===== src/rtl/multicycle_ctrl.sv =====
// Main sequencing FSM for the multicycle RV32I core: drives datapath selects,
// write strobes and a request/ready handshake toward the shared memory.
//
// state    | meaning
// ---------+------------------------------------------------------------
// FETCH    | read instruction at PC, PC <= PC+4 on mem_ready
// DECODE   | decode op, precompute branch/jump target into ALUOut
// MEMADR   | compute load/store address rs1 + imm
// MEMREAD  | load access at ALUOut, wait for mem_ready
// MEMWB    | write loaded data to rd
// MEMWRITE | store access at ALUOut, wait for mem_ready
// EXECR    | R-type ALU operation rs1 op rs2
// EXECI    | I-type ALU operation rs1 op imm
// ALUWB    | write ALUOut to rd
// BRANCH   | compare rs1/rs2, take target held in ALUOut
// JAL      | PC <= target, ALUOut <= OldPC + 4
module multicycle_ctrl #(
  parameter logic [3:0] RESET_STATE = 4'd0
) (
  input  logic       clk,
  input  logic       reset_n,
  input  logic [6:0] op,
  input  logic [2:0] funct3,
  input  logic       zero,
  input  logic       mem_ready,
  output logic       mem_req,
  output logic       pc_write,
  output logic       adr_src,
  output logic       mem_write,
  output logic       ir_write,
  output logic       reg_write,
  output logic [1:0] result_src,
  output logic [1:0] alu_src_a,
  output logic [1:0] alu_src_b,
  output logic [1:0] alu_op,
  output logic [1:0] imm_src,
  output logic       illegal
);

  typedef enum logic [3:0] {
    FETCH    = 4'd0,
    DECODE   = 4'd1,
    MEMADR   = 4'd2,
    MEMREAD  = 4'd3,
    MEMWB    = 4'd4,
    MEMWRITE = 4'd5,
    EXECR    = 4'd6,
    EXECI    = 4'd7,
    ALUWB    = 4'd8,
    BRANCH   = 4'd9,
    JAL      = 4'd10
  } state_t;

  localparam logic [6:0] OP_LOAD   = 7'b0000011;
  localparam logic [6:0] OP_STORE  = 7'b0100011;
  localparam logic [6:0] OP_RTYPE  = 7'b0110011;
  localparam logic [6:0] OP_ITYPE  = 7'b0010011;
  localparam logic [6:0] OP_BRANCH = 7'b1100011;
  localparam logic [6:0] OP_JAL    = 7'b1101111;

  state_t state, state_next;

  always_ff @(posedge clk) begin
    if (!reset_n) state <= state_t'(RESET_STATE);
    else          state <= state_next;
  end

  // Immediate format follows the opcode regardless of state or reset.
  always_comb begin
    unique case (op)
      OP_STORE:  imm_src = 2'b01;
      OP_BRANCH: imm_src = 2'b10;
      OP_JAL:    imm_src = 2'b11;
      default:   imm_src = 2'b00;
    endcase
  end

  always_comb begin
    state_next = state;
    mem_req    = 1'b0;
    pc_write   = 1'b0;
    adr_src    = 1'b0;
    mem_write  = 1'b0;
    ir_write   = 1'b0;
    reg_write  = 1'b0;
    result_src = 2'b00;
    alu_src_a  = 2'b00;
    alu_src_b  = 2'b00;
    alu_op     = 2'b00;
    illegal    = 1'b0;

    unique case (state)
      FETCH: begin
        mem_req    = 1'b1;
        alu_src_b  = 2'b10;
        result_src = 2'b10;
        if (mem_ready) begin
          ir_write   = 1'b1;
          pc_write   = 1'b1;
          state_next = DECODE;
        end
      end
      DECODE: begin
        alu_src_a = 2'b01;
        alu_src_b = 2'b01;
        unique case (op)
          OP_LOAD, OP_STORE: state_next = MEMADR;
          OP_RTYPE:          state_next = EXECR;
          OP_ITYPE:          state_next = EXECI;
          OP_BRANCH:         state_next = BRANCH;
          OP_JAL:            state_next = JAL;
          default: begin
            illegal    = 1'b1;
            state_next = FETCH;
          end
        endcase
      end
      MEMADR: begin
        alu_src_a  = 2'b10;
        alu_src_b  = 2'b01;
        state_next = op[5] ? MEMWRITE : MEMREAD;
      end
      MEMREAD: begin
        mem_req = 1'b1;
        adr_src = 1'b1;
        if (mem_ready) state_next = MEMWB;
      end
      MEMWB: begin
        result_src = 2'b01;
        reg_write  = 1'b1;
        state_next = FETCH;
      end
      // Strobe held for the whole access so the memory may sample it on any wait cycle.
      MEMWRITE: begin
        mem_req   = 1'b1;
        adr_src   = 1'b1;
        mem_write = 1'b1;
        if (mem_ready) state_next = FETCH;
      end
      EXECR: begin
        alu_src_a  = 2'b10;
        alu_op     = 2'b10;
        state_next = ALUWB;
      end
      EXECI: begin
        alu_src_a  = 2'b10;
        alu_src_b  = 2'b01;
        alu_op     = 2'b10;
        state_next = ALUWB;
      end
      ALUWB: begin
        reg_write  = 1'b1;
        state_next = FETCH;
      end
      BRANCH: begin
        alu_src_a  = 2'b10;
        alu_op     = 2'b01;
        pc_write   = zero ^ funct3[0];
        state_next = FETCH;
      end
      JAL: begin
        alu_src_a  = 2'b01;
        alu_src_b  = 2'b10;
        pc_write   = 1'b1;
        state_next = ALUWB;
      end
      default: state_next = FETCH;
    endcase

    // Datapath stays quiet during reset, including any access left mid-wait.
    if (!reset_n) begin
      mem_req    = 1'b0;
      pc_write   = 1'b0;
      adr_src    = 1'b0;
      mem_write  = 1'b0;
      ir_write   = 1'b0;
      reg_write  = 1'b0;
      result_src = 2'b00;
      alu_src_a  = 2'b00;
      alu_src_b  = 2'b00;
      alu_op     = 2'b00;
      illegal    = 1'b0;
    end
  end

endmodule


===== config.mk =====
export PLATFORM = sky130hd
export DESIGN_NAME = multicycle_ctrl
export DESIGN_NICKNAME = d
export VERILOG_FILES = /design/src/rtl/multicycle_ctrl.sv
export SDC_FILE = /design/constraint.sdc
export NUM_CORES = 1
export LEC_CHECK = 0
export CAP_MARGIN = 20
export CORE_UTILIZATION = 40
export DETAILED_ROUTE_END_ITERATION = 7
export PLACE_DENSITY = 0.8
export SYNTH_ARGS = -nofsm -noshare
export SYNTH_HDL_FRONTEND = slang
export SYNTH_SLANG_ARGS = --single-unit

===== constraint.sdc =====
create_clock -name clk -period 4 [get_ports clk]
set_input_delay 1.2 -clock clk [delete_from_list [all_inputs] [get_ports clk]]
set_output_delay 1.2 -clock clk [all_outputs]
set_load 0.03 [all_outputs]

==> impl_metrics.env, run 1 <==
export IMPL_antenna_cells=0
export IMPL_fin_skew_ns=0.00240
export IMPL_synth_cell_type_count=38
export IMPL_setup_viol=0
export IMPL_status="completed"
export IMPL_crit_chain="clkdlybuf4s50_1, and3_1, clkdlybuf4s50_1"
export IMPL_p_sw_mw=0.0554
export IMPL_placedInstanceArea_sq_um=825
export IMPL_timing_final_hold_violations=0
export IMPL_syn_num_nets=99
export IMPL_clock_latency_ns=0.24
export IMPL_start_util=0.435
export IMPL_gr_total_overflow=0
export IMPL_synth_seq_cells=4
export IMPL_ys_seq_area_frac=0.140
export IMPL_crit_type="in -> out"
export IMPL_slew_headroom=0.725
export IMPL_crit_arrival_ns=2.63
export IMPL_fmax_mhz=261
export IMPL_start_kind="input pin"
export IMPL_layout_common_cells="16 x buf_4, 15 x clkdlybuf4s50_1, 11 x nor2_1"
export IMPL_post_cts_buffers=0
export IMPL_synth_edf_count=0
export IMPL_final_common_cell="buf_4"
export IMPL_synthFlopType="dfxtp_1"
export IMPL_drt_pass1_iterations=4
export IMPL_cts_resized_gates=0
export IMPL_finalPower_mw=0.162
export IMPL_cp_common_cell="clkdlybuf4s50_1"
export IMPL_final_antenna_net_count=0
export IMPL_die_area_sq_mm=0.00159
export IMPL_grt_pass1_vias=585
export IMPL_pwr_share_comb=0.419
export IMPL_critPathMaxFanout=6
export IMPL_ctsHoldBuffers=0
export IMPL_drv_cap=0
export IMPL_coreArea_sq_mm=0.00132
export IMPL_cts_sinks=4
export IMPL_path_buf_inv=2
export IMPL_synth_cells=85
export IMPL_nNetsFinal=129
export IMPL_drt_iter0_markers=17
export IMPL_antenna_found_initial=0
export IMPL_root_buffer="clkbuf_4"
export IMPL_slowest_delay_ns=0.68
export IMPL_grt_pass1_wl_um=2440
export IMPL_fin_crit_sh=0.958
export IMPL_final_util=0.643
export IMPL_htreeDepth=1
export IMPL_seq_power_share=0.258
export IMPL_cp_slowest_cell="clkdlybuf4s50_1"
export IMPL_wire_per_inst_um=12.6
export IMPL_grt_start_max_net_pins=17
export IMPL_dp_hpwl_um=1250
export IMPL_drive_gt1_frac=0.186
export IMPL_fp_dieH_um=39.9
export IMPL_async_reset_ff_frac=0
export IMPL_fin_crit_ns=3.83
export IMPL_finalMaxSlewViolations=0
export IMPL_p_sw_frac=0.342
export IMPL_pin_count=31
export IMPL_p_per_area_mw_per_mm2=191
export IMPL_p_clk_frac=0.323
export IMPL_hold_path_class="reg -> reg"
export IMPL_drc=0
export IMPL_via_count=718
export IMPL_yosysWarnings=0
export IMPL_avgSynthCellArea_sq_um=6.74
export IMPL_ir_drop_mv=0.118
export IMPL_cts_buffers=3
export IMPL_crit_family="buffers and inverters"
export IMPL_die_x_um=39.9
export IMPL_intPower_mw=0.106
export IMPL_io_buffers=28
export IMPL_gp_congestion=0.814
export IMPL_area_growth_pct=47.8
export IMPL_reg_top3="state x4"
export IMPL_viasPerCell=5.61
export IMPL_fillers=129
export IMPL_rsz0062_at_grt="false"
export IMPL_track_usage=0.230
export IMPL_synth_area_sq_um=573
export IMPL_clkTransAtPathRegs_ns=0.04
export IMPL_largest_register_ffs=4
export IMPL_cp_required_ns=2.80
export IMPL_final_cell_area_sq_um=847
export IMPL_hold_slack_ns=0.670
export IMPL_tns_ns=0
export IMPL_power_leakage_nw=0.373
export IMPL_top_register="state"
export IMPL_num_rows=13
export IMPL_cts_tree="built"
export IMPL_routed_wirelength_um=1610
export IMPL_clock_path_buffers=2
export IMPL_worst_slew_pin_slew_ns=0.410
export IMPL_endpoint_kind="primary output"
==> final timing paths <==
check / slack [ns] / endpoint / cells after the start / startpoint
setup / recovery: 0.17 / result_src[1] / 3 / reset_n
hold / removal: 0.67 / state[2] / 3 / state[2]
setup reg to reg: 2.58 / state[1] / 4 / state[1]
hold reg to reg: 0.67 / state[2] / 3 / state[2]
==> synthesized netlist by cell type, types with 2 or more instances <==
| cell | number | area, sq um |
|---|---|---|
| nor2_1 | 11 | 41.3 |
| nand2_1 | 10 | 37.5 |
| and3_1 | 5 | 31.3 |
| nor2b_1 | 5 | 31.3 |
| dfxtp_1 | 4 | 80.1 |
| nor3_1 | 4 | 20.0 |
| a21oi_1 | 3 | 15.0 |
| and2_1 | 3 | 18.8 |
| buf_2 | 3 | 15.0 |
| o21ai_0 | 3 | 15.0 |
| a31oi_1 | 2 | 12.5 |
| inv_1 | 2 | 7.51 |
| nand2b_1 | 2 | 12.5 |
| o311a_1 | 2 | 20.0 |
| xnor2_1 | 2 | 17.5 |
| xor2_1 | 2 | 17.5 |
==> area by class of cell <==
type	instances	area, sq um	area share
Timing Repair Buffer	31	270	0.319
Tap cell	15	18.8	0.0222
Multi-Input combinational cell	73	448	0.529
Sequential cell	4	80.1	0.0945
Clock buffer	3	22.5	0.0266
Inverter	2	7.51	0.00886
==> cell families (layout without fill, tap and decap cells) <==
group,Yosys count,count (layout),synth area share
buffers and inverters,8,36,0.0786
AO/OA/AOI/OAI,19,19,0.240
XOR/XNOR,4,4,0.0611
flip-flops,4,4,0.140
AND/OR/NAND/NOR,50,50,0.480
==> metrics by stage <==
stage                     worst slack (ns)  std cells
after global placement               0.188        125
after CTS                            0.160        128
after detailed placement             0.165        125
after global routing                0.0992        128
after floorplan                      0.339         85
final                                0.167        128
==> per-layer routing <==
metal	vias to the layer above	track usage	wire, um
met3	0	0.0682	126
li1	362	-	-
met2	37	0.393	792
met4	0	0.0259	0
met5	-	0	0
met1	319	0.288	694
==> worst reg2reg max path: stages (launching register included) <==
cell and delay, ns:
dfxtp_1 0.41, nor2_1 0.39, and2_1 0.23, nand2_1 0.08, o32ai_1 0.21
==> power by group through the flow <==
stage	logic, mW	clock network [mW]	registers, mW
finish	0.0678	0.0522	0.0417
global placement	0.0662	0	0.0423
detailed placement	0.0671	0	0.0423
CTS	0.0675	0.0533	0.0417
global route	0.0728	0.0551	0.0417
floorplan	0.0372	0	0.0428
Power figures use the tool's default switching activity.
==> run 2: changes to the inputs <==
--- a/config.mk
+++ b/config.mk
@@ -9,6 +9,7 @@
 export CORE_UTILIZATION = 40
 export DETAILED_ROUTE_END_ITERATION = 7
 export PLACE_DENSITY = 0.8
+export SLEW_MARGIN = 20
 export SYNTH_ARGS = -nofsm -noshare
 export SYNTH_HDL_FRONTEND = slang
 export SYNTH_SLANG_ARGS = --single-unit
==> results of run 2 <==
The final DEF is identical to that of run 1; final timing and power are the same.
